==> config.mk <==
export PLATFORM = sky130hd
export DESIGN_NAME = multicycle_control_fsm
export DESIGN_NICKNAME = d
export VERILOG_FILES = /design/src/rtl/multicycle_control_fsm.sv
export SDC_FILE = /design/constraint.sdc
export NUM_CORES = 1
export LEC_CHECK = 0
export ABC_AREA = 0
export BUFFER_PORTS_ARGS = -buffer_cell sky130_fd_sc_hd__buf_2
export CAP_MARGIN = 10
export CORE_UTILIZATION = 49
export CTS_BUF_LIST = sky130_fd_sc_hd__clkbuf_4
export DETAILED_ROUTE_END_ITERATION = 8
export PLACE_DENSITY = 0.95
export SYNTH_ARGS = -nofsm -noshare
export SYNTH_HDL_FRONTEND = slang
export SYNTH_SLANG_ARGS = --single-unit
==> constraint.sdc <==
create_clock -name clk_i -period 2.5 [get_ports clk_i]
set_input_delay 0.125 -clock clk_i [delete_from_list [all_inputs] [get_ports clk_i]]
set_output_delay 0.125 -clock clk_i [all_outputs]
set_load 0.005 [all_outputs]
==> src/rtl/multicycle_control_fsm.sv <==
// Multicycle RV32I control FSM.
// Steps each instruction through FETCH, DECODE, execute and writeback, and drives the
// enables and mux selects of a datapath that shares one ALU and one memory.
// Every memory access (fetch, load, store) lasts MEM_WAIT+1 cycles.
// Optional macro MCTRL_INSTRET_EN builds a 32-bit retired-instruction counter.
// Without it, instret_o is tied to 0.
module multicycle_control_fsm #(
    parameter int unsigned MEM_WAIT  = 1,
    parameter int unsigned IMM_SRC_W = 3,
    parameter int unsigned ALU_OP_W  = 2
) (
    input  logic                 clk_i,
    input  logic                 rst_ni,
    input  logic [6:0]           op_i,
    input  logic [2:0]           funct3_i,
    input  logic                 zero_i,
    output logic                 pc_write_o,
    output logic                 adr_src_o,
    output logic                 mem_write_o,
    output logic                 ir_write_o,
    output logic [1:0]           result_src_o,
    output logic [1:0]           alu_src_a_o,
    output logic [1:0]           alu_src_b_o,
    output logic [IMM_SRC_W-1:0] imm_src_o,
    output logic                 reg_write_o,
    output logic [ALU_OP_W-1:0]  alu_op_o,
    output logic                 instr_done_o,
    output logic                 illegal_o,
    output logic [31:0]          instret_o
);

    typedef enum logic [3:0] {
        StFetch,
        StDecode,
        StMemAdr,
        StMemRead,
        StMemWb,
        StMemWrite,
        StExecR,
        StExecI,
        StAluWb,
        StBeq,
        StJal,
        StJalrAddr,
        StJalrLink,
        StLui,
        StTrap
    } state_e;

    localparam logic [6:0] OpLoad  = 7'b0000011;
    localparam logic [6:0] OpStore = 7'b0100011;
    localparam logic [6:0] OpR     = 7'b0110011;
    localparam logic [6:0] OpI     = 7'b0010011;
    localparam logic [6:0] OpBr    = 7'b1100011;
    localparam logic [6:0] OpJal   = 7'b1101111;
    localparam logic [6:0] OpJalr  = 7'b1100111;
    localparam logic [6:0] OpLui   = 7'b0110111;

    localparam logic [3:0] WaitLast = 4'(MEM_WAIT);

    state_e     state_q, state_d;
    logic [3:0] wait_q, wait_d;
    logic       last;

    // Enables before the reset gate.
    logic pc_write, mem_write, ir_write, reg_write, instr_done;

    // Only funct3[0] distinguishes beq from bne.
    logic unused_funct3;
    assign unused_funct3 = ^funct3_i[2:1];

    assign last = (wait_q == WaitLast);

    // State and wait-counter registers with synchronous reset.
    always_ff @(posedge clk_i) begin
        if (!rst_ni) begin
            state_q <= StFetch;
            wait_q  <= '0;
        end else begin
            state_q <= state_d;
            wait_q  <= wait_d;
        end
    end

    // Next-state logic and Moore output decode.
    always_comb begin
        state_d      = state_q;
        wait_d       = '0;
        pc_write     = 1'b0;
        mem_write    = 1'b0;
        ir_write     = 1'b0;
        reg_write    = 1'b0;
        instr_done   = 1'b0;
        adr_src_o    = 1'b0;
        result_src_o = 2'b00;
        alu_src_a_o  = 2'b00;
        alu_src_b_o  = 2'b00;
        alu_op_o     = '0;
        illegal_o    = 1'b0;

        unique case (state_q)
            StFetch: begin
                // ALU computes PC+4 while memory returns the instruction.
                alu_src_b_o  = 2'b10;
                result_src_o = 2'b10;
                if (last) begin
                    ir_write = 1'b1;
                    pc_write = 1'b1;
                    state_d  = StDecode;
                end else begin
                    wait_d = wait_q + 4'd1;
                end
            end
            StDecode: begin
                // Precompute oldPC+imm so branches and jal find their target in ALUOut.
                alu_src_a_o = 2'b01;
                alu_src_b_o = 2'b01;
                case (op_i)
                    OpLoad, OpStore: state_d = StMemAdr;
                    OpR:             state_d = StExecR;
                    OpI:             state_d = StExecI;
                    OpBr:            state_d = StBeq;
                    OpJal:           state_d = StJal;
                    OpJalr:          state_d = StJalrAddr;
                    OpLui:           state_d = StLui;
                    default:         state_d = StTrap;
                endcase
            end
            StMemAdr: begin
                alu_src_a_o = 2'b10;
                alu_src_b_o = 2'b01;
                state_d     = (op_i == OpLoad) ? StMemRead : StMemWrite;
            end
            StMemRead: begin
                adr_src_o = 1'b1;
                if (last) begin
                    state_d = StMemWb;
                end else begin
                    wait_d = wait_q + 4'd1;
                end
            end
            StMemWb: begin
                result_src_o = 2'b01;
                reg_write    = 1'b1;
                instr_done   = 1'b1;
                state_d      = StFetch;
            end
            StMemWrite: begin
                adr_src_o = 1'b1;
                mem_write = 1'b1;
                if (last) begin
                    instr_done = 1'b1;
                    state_d    = StFetch;
                end else begin
                    wait_d = wait_q + 4'd1;
                end
            end
            StExecR: begin
                alu_src_a_o = 2'b10;
                alu_op_o    = ALU_OP_W'(2'b10);
                state_d     = StAluWb;
            end
            StExecI: begin
                alu_src_a_o = 2'b10;
                alu_src_b_o = 2'b01;
                alu_op_o    = ALU_OP_W'(2'b10);
                state_d     = StAluWb;
            end
            StAluWb: begin
                reg_write  = 1'b1;
                instr_done = 1'b1;
                state_d    = StFetch;
            end
            StBeq: begin
                // funct3[0] inverts the sense of the zero flag for bne.
                alu_src_a_o = 2'b10;
                alu_op_o    = ALU_OP_W'(2'b01);
                pc_write    = zero_i ^ funct3_i[0];
                instr_done  = 1'b1;
                state_d     = StFetch;
            end
            StJal: begin
                // PC takes the target from ALUOut while the ALU forms oldPC+4 for the link.
                alu_src_a_o = 2'b01;
                alu_src_b_o = 2'b10;
                pc_write    = 1'b1;
                state_d     = StAluWb;
            end
            StJalrAddr: begin
                alu_src_a_o = 2'b10;
                alu_src_b_o = 2'b01;
                state_d     = StJalrLink;
            end
            StJalrLink: begin
                alu_src_a_o = 2'b01;
                alu_src_b_o = 2'b10;
                pc_write    = 1'b1;
                state_d     = StAluWb;
            end
            StLui: begin
                // The zero on SrcA turns the U-immediate into the result.
                alu_src_a_o = 2'b11;
                alu_src_b_o = 2'b01;
                state_d     = StAluWb;
            end
            StTrap: begin
                illegal_o = 1'b1;
            end
            default: begin
                state_d = StFetch;
            end
        endcase
    end

    // Immediate format follows the opcode in every state.
    always_comb begin
        imm_src_o = '0;
        case (op_i)
            OpLoad, OpI, OpJalr: imm_src_o = IMM_SRC_W'(3'b000);
            OpStore:             imm_src_o = IMM_SRC_W'(3'b001);
            OpBr:                imm_src_o = IMM_SRC_W'(3'b010);
            OpJal:               imm_src_o = IMM_SRC_W'(3'b011);
            OpLui:               imm_src_o = IMM_SRC_W'(3'b100);
            default:             imm_src_o = '0;
        endcase
    end

    // Hold every write enable low while reset is asserted, even mid-instruction.
    assign pc_write_o   = pc_write & rst_ni;
    assign mem_write_o  = mem_write & rst_ni;
    assign ir_write_o   = ir_write & rst_ni;
    assign reg_write_o  = reg_write & rst_ni;
    assign instr_done_o = instr_done & rst_ni;

`ifdef MCTRL_INSTRET_EN
    logic [31:0] instret_q;

    // Retired-instruction counter; wraps naturally at 2^32.
    always_ff @(posedge clk_i) begin
        if (!rst_ni) begin
            instret_q <= '0;
        end else if (instr_done_o) begin
            instret_q <= instret_q + 32'd1;
        end
    end

    assign instret_o = instret_q;
`else
    assign instret_o = '0;
`endif

endmodule

==> results of run 1 <==
-- power groups by stage --
| stage | clock [mW] | combinational, mW | sequential [mW] |
|---|---|---|---|
| global route | 0.106 | 0.478 | 0.246 |
| detailed placement | 0 | 0.421 | 0.234 |
| global placement | 0 | 0.407 | 0.232 |
| floorplan | 0 | 0.389 | 0.182 |
| CTS | 0.0984 | 0.424 | 0.232 |
| finish | 0.0959 | 0.423 | 0.233 |
-- cell type report --
| class | count | area, sq um |
|---|---|---|
| clock buffers | 3 | 22.5 |
| fillers | 215 | 898 |
| inverters | 4 | 15.0 |
| multi-input cells | 134 | 732 |
| flip-flops and latches | 8 | 160 |
| well taps | 27 | 33.8 |
| repair buffers | 28 | 140 |
-- per-layer routing --
metal / vias up / global-route usage (%) / part of all wire, %
met5: - / 0 / 0
met4: 0 / 10.3 / 1.5
met1: 466 / 23.0 / 41
met2: 67 / 33.3 / 49
met3: 4 / 3.43 / 8.6
li1: 517 / - / -
-- registers in the layout, indices dropped and copies added, names as in the netlist --
signal,cells
state_q,4
wait_q,4
-- worst max-delay path, delay by kind of cell (launching register included) --
family          cells  cell delay, ns
buf+inv             1            0.13
flops               1            0.71
compound gates      3            0.55
simple gates        2            0.27
-- cell usage in the layout, fill, tap and decap left out, types with 2 or more instances in the layout --
cell type	instances
a31oi_1	4
o21ai_1	3
xnor2_1	5
nand2b_1	3
and3_1	4
o21ai_0	4
clkbuf_4	3
a32oi_1	2
nand3_1	7
nor3_1	5
inv_1	3
a22o_1	2
nor2b_1	5
nand2_1	12
nor2_1	15
conb_1	32
xor2_1	2
a21oi_1	8
a22oi_1	2
o211ai_1	2
ha_1	2
dfxtp_1	8
buf_2	28
o22ai_1	4
-- kinds of logic (layout without fill, tap and decap cells) --
family	Yosys count	count (layout)	synth area share [%]
and+or+nand+nor	60	60	29.9
buffers and inverters	44	35	27.7
AOI/OAI and AO/OA	33	33	19.1
DFF	8	8	14.9
xor gates and xnor gates	7	7	5.72
adders and majority gates	2	2	2.33
other	1	32	0.350
-- worst paths after layout --
kind	start	end	slack, ns	depth (start not counted)
worst max-delay path	state_q[3]	pc_write_o	0.47	6
worst min register to register	wait_q[0]	wait_q[0]	0.47	1
worst min-delay path	rst_ni	state_q[3]	0.23	3
worst max register to register	state_q[3]	state_q[2]	0.73	4
==> metrics.md, run 1 <==
| Metric | Value |
|---|---|
| Outcome | finished, final reports clean |
| Internal cell power | 403 uW |
| Cell Area, Synth | 1070 sq um |
| Slew @ Worst Pin | 0.769 ns |
| IO buf count | 28 |
| Fin Setup TNS | 0 ns |
| Die Wd | 48.8 um |
| Synth-to-Final Area Change | 2.92% |
| Worst Setup Slack, final | 0.468 ns |
| Post-CTS setup buffers | 0 |
| Clock power frac | 12.8% |
| Max-slew headroom | 48.7% |
| Crit path time final | 2.03 ns |
| Rows | 16 |
| Cell Area, Placed | 1080 sq um |
| Yosys reg bits | 8 |
| Final clock skew | 0.00336 ns |
| Yosys warns | 0 |
| WP data arrival | 1.91 ns |
| Top FF cell, synth | dfxtp_1 |
| Sw Pwr | 350 uW |
| Mean post-synth cell area | 6.92 sq um |
| Largest net degree at the start of global routing | 25 |
| Cts bufs inserted | 3 |
| Crit-path cells | nor2_2 > a211oi_1 > a21oi_1 > a22oi_1 > nor2b_1 > buf_2 |
| # IOs | 63 |
| Drt pass-1 iters | 4 |
| Routed len/inst | 10.6 um |
| Cell area after layout | 1100 sq um |
| Overall die area | 2380 sq um |
| Final period util | 81.3% |
| Initial antenna violation count | 0 |
| Detailed Place HPWL | 1640 um |
| Tot Pwr | 752 uW |
| Starting Density | 53.6% |
| Clock buffer depth | 2 |
| Final wirelength | 2170 um |
| CP startpoint kind | flop |
| Comb pwr share | 56.3% |
| Critical Setup Path Class | flop to output port |
| Number of H-tree levels | 1 |
| Top cells by count, synth | buf_4, nor2_1, nand2_1 |
| Leak | 0.531 nW |
| Switch share | 46.5% |
| Core ar. | 2000 sq um |
| Detailed Route Iter0 Violations | 28 |
| Die height | 48.8 um |
| Critical path peak fanout | 19 |
| Vias in the first global route | 885 |
| Max_cap viols | 0 |
| Worst Hold Class | primary input to flop |
| Leading cell type by number of instances after synthesis | buf_4 |
| Peak VDD IR | 287 uV |
| Sequential area share after synthesis | 14.9% |
| Worst skew pair latency | 0.25 ns |
| CTS sink cnt | 8 |
| Gr usage total | 19.5% |
| Via count | 1,054 |
| Remaining antenna violation count | 0 |
| Synth area leader | buf_4 |
| Post-layout util | 55.1% |
| Final cell count without fillers | 204 |
| Post-layout net count | 194 |
| Fmax | 492 MHz |
| # DRC | 0 |
| GR Overflow Total | 0 |
| GPL Wtd Cong | 0.832 |
| Top-area cell type share of the netlist area | 23.1% |
| Post-CTS Hold Buffers | 0 |
| CTS tree | done |
| Post-Syn Instances | 155 |
| Hold Violations, Final | 0 |
| Post-synth EDFFs | 0 |
| P per Cell Area | 682 nW/um^2 |
| Post-CTS sizing | 0 |
| Ant. Diodes | 0 |
| Number of vias per cell | 5.17 |
| # setup viols final | 0 |
| Req. time, crit path | 2.38 ns |
| Clock slew at reported path FFs | 0.05 ns |
| Post-Place Cells | 201 |
| Synth async-reset ratio | 0% |
| Count of distinct cell types in the synthesized netlist | 37 |
| Flop pwr share | 31.0% |
| Hold_ws | 0.232 ns |
| RSZ-0062 raised after global routing | false |
| Dpl ws | 0.752 ns |
| Synth top area cells | buf_4, dfxtp_1, nor2_1, nand2_1, xnor2_1 |
| Slew Limit Fails | 0 |
| First-pass GRT wire length | 3710 um |
| Critical Path End Type | output port |
| Share of cells above drive strength 1 | 19.8% |
| Slowest CP cell | dfxtp_1 |
| CP peak stage delay | 0.71 ns |
| Root Buffer | clkbuf_4 |
(Power assumes the default switching activity.)
==> inputs of run 2 (changes only) <==
--- a/config.mk
+++ b/config.mk
@@ -5,13 +5,13 @@
 export SDC_FILE = /design/constraint.sdc
 export NUM_CORES = 1
 export LEC_CHECK = 0
-export ABC_AREA = 0
+export ABC_AREA = 1
 export BUFFER_PORTS_ARGS = -buffer_cell sky130_fd_sc_hd__buf_2
 export CAP_MARGIN = 10
-export CORE_UTILIZATION = 49
+export CORE_UTILIZATION = 44
 export CTS_BUF_LIST = sky130_fd_sc_hd__clkbuf_4
 export DETAILED_ROUTE_END_ITERATION = 8
-export PLACE_DENSITY = 0.95
+export PLACE_DENSITY = 0.88
 export SYNTH_ARGS = -nofsm -noshare
 export SYNTH_HDL_FRONTEND = slang
 export SYNTH_SLANG_ARGS = --single-unit
==> constraint.sdc (replaced) <==
create_clock -name clk_i -period 1.9 [get_ports clk_i]
set_input_delay 0.095 -clock clk_i [delete_from_list [all_inputs] [get_ports clk_i]]
set_output_delay 0.095 -clock clk_i [all_outputs]
set_load 0.005 [all_outputs]
==> metrics.md, run 2 <==
| Metric | Value |
|---|---|
| Outcome | finished, final reports clean |
| Cell Area, Synth | 1030 sq um |
| Post-layout net count | 221 |
| Remaining antenna violation count | 0 |
| Die Wd | 50.4 um |
| Fmax | 644 MHz |
| Worst Hold Class | primary input to flop |
| Routed len/inst | 7.94 um |
| CTS sink cnt | 8 |
| RSZ-0062 raised after global routing | false |
| Core ar. | 2210 sq um |
| Final wirelength | 1840 um |
| Fin Setup TNS | 0 ns |
| Mean post-synth cell area | 5.93 sq um |
| Critical path peak fanout | 5 |
| Internal cell power | 544 uW |
| Tot Pwr | 1.09 mW |
| Top-area cell type share of the netlist area | 23.3% |
| Count of distinct cell types in the synthesized netlist | 24 |
| Final clock skew | 0.000613 ns |
| Synth-to-Final Area Change | 7.16% |
| Clock power frac | 11.8% |
| Hold Violations, Final | 0 |
| # DRC | 0 |
| IO buf count | 28 |
| R2R setup slack | 0.51 ns |
| Initial antenna violation count | 0 |
| Synth async-reset ratio | 0% |
| Dpl ws | 0.548 ns |
| Number of vias per cell | 4.36 |
| WP data arrival | 1.46 ns |
| Cts bufs inserted | 3 |
| Yosys reg bits | 8 |
| Rows | 17 |
| Comb pwr share | 63.2% |
| Top FF cell, synth | dfxtp_1 |
| Vias in the first global route | 831 |
| Die height | 50.4 um |
| Area of the multi-input gates | 646 sq um |
| Critical Setup Path Class | flop to output port |
| Post-CTS setup buffers | 0 |
| Post-Syn Instances | 174 |
| FILL cells | 234 |
| Number of H-tree levels | 1 |
| Register Area | 160 sq um |
| Req. time, crit path | 1.80 ns |
| Top cells by count, synth | nand2_1, buf_4, nor2_1 |
| Post-CTS Hold Buffers | 0 |
| Peak VDD IR | 411 uV |
| Switch share | 49.9% |
| Cell Area, Placed | 1080 sq um |
| Synth area leader | buf_4 |
| Gr usage total | 15.8% |
| # setup viols final | 0 |
| Worst skew pair latency | 0.25 ns |
| Leading cell type by number of instances after synthesis | nand2_1 |
| CP startpoint kind | flop |
| Crit path time final | 1.55 ns |
| Post-synth EDFFs | 0 |
| Cell area after layout | 1100 sq um |
| Yosys warns | 0 |
| Max_cap viols | 0 |
| Worst Setup Slack, final | 0.346 ns |
| Clock buffer depth | 2 |
| GR Overflow Total | 0 |
| GPL Wtd Cong | 0.882 |
| Overall die area | 2540 sq um |
| Detailed Route Iter0 Violations | 20 |
| Slew Limit Fails | 0 |
| Largest net degree at the start of global routing | 7 |
| P per Cell Area | 982 nW/um^2 |
| Critical Path End Type | output port |
| Sw Pwr | 541 uW |
| Commonest non-fill, non-tap cell in the layout | nand2_1 |
| Leak | 0.681 nW |
| Final period util | 81.8% |
| # IOs | 63 |
| Starting Density | 46.6% |
| Via count | 1,012 |
| Clock slew at reported path FFs | 0.05 ns |
| Share of cells above drive strength 1 | 26.5% |
| Drt pass-1 iters | 4 |
| CTS tree | done |
| Post-layout util | 49.9% |
| Ant. Diodes | 0 |
| Root Buffer | clkbuf_4 |
| Flop pwr share | 24.9% |
| First-pass GRT wire length | 3170 um |
| Post-CTS sizing | 0 |
| Detailed Place HPWL | 1590 um |
| Largest regs | state_q (4), wait_q (4) |
| Commonest non-fill, non-tap cells in the layout | nand2_1, conb_1, buf_2 |
| Synth top area cells | buf_4, dfxtp_1, nand2_1, nor2_1, inv_1 |
| Sequential area share after synthesis | 15.5% |
[run 2: cell count changes after synthesis, moves of 6 or more]
cell	delta
buf_2	-6
inv_1	+14
inv_2	+9
nand2_1	+24
nor2_1	+7
[run 2: through the flow]
stage,instances,hold WS [ns]
5_1_grt,232,0.132
4_1_cts,232,0.123
2_1_floorplan,205,0.219
6_report,232,0.125
3_5_place_dp,229,0.394
3_3_place_gp,229,0.380
[run 2: layout make-up]
| cell class | instances | area share [%] |
|---|---|---|
| multi-input cells | 138 | 58.4 |
| flip-flops and latches | 8 | 14.5 |
| inverters | 27 | 9.17 |
| repair buffers | 28 | 12.7 |
| well taps | 28 | 3.17 |
| clock buffers | 3 | 2.04 |
[run 2: logic make-up after synthesis]
group / after synthesis / share of synthesized area [%]
DFF: 8 / 15.5
and+or+nand+nor: 80 / 33.9
other: 1 / 0.364
buffers and inverters: 59 / 33.1
xor gates and xnor gates: 3 / 2.55
adders and majority gates: 2 / 2.43
AOI/OAI and AO/OA: 21 / 12.1
[run 2: critical path, cell delays in order, from the launching register on]
cell and delay (ns):
dfxtp_1 0.42, inv_2 0.07, nor2_2 0.15, inv_2 0.07
nor2_1 0.16, nand2_1 0.06, nand3_1 0.08, nand2_1 0.05
inv_1 0.04, buf_2 0.09
[run 2: layer usage]
metal	GRT usage, %	vias up	wire, um
li1	-	539	-
met1	18.3	432	842
met2	28.2	38	879
met3	2.12	3	93
met4	7.87	0	27
met5	0	-	0
[run 2: final timing paths]
path                   start          to  cells after the start
setup / recovery  state_q[0]  pc_write_o                      9
hold / removal        rst_ni  state_q[3]                      3
setup reg to reg  state_q[2]  state_q[0]                      8
hold reg to reg    wait_q[0]   wait_q[0]                      1
[run 2: power by group through the flow]
stage               logic (mW)  registers, mW  clock network [mW]
detailed placement       0.687          0.273                   0
global placement         0.679          0.270                   0
floorplan                0.559          0.262                   0
finish                   0.686          0.270               0.129
CTS                      0.690          0.270               0.136
global route             0.774          0.283               0.139
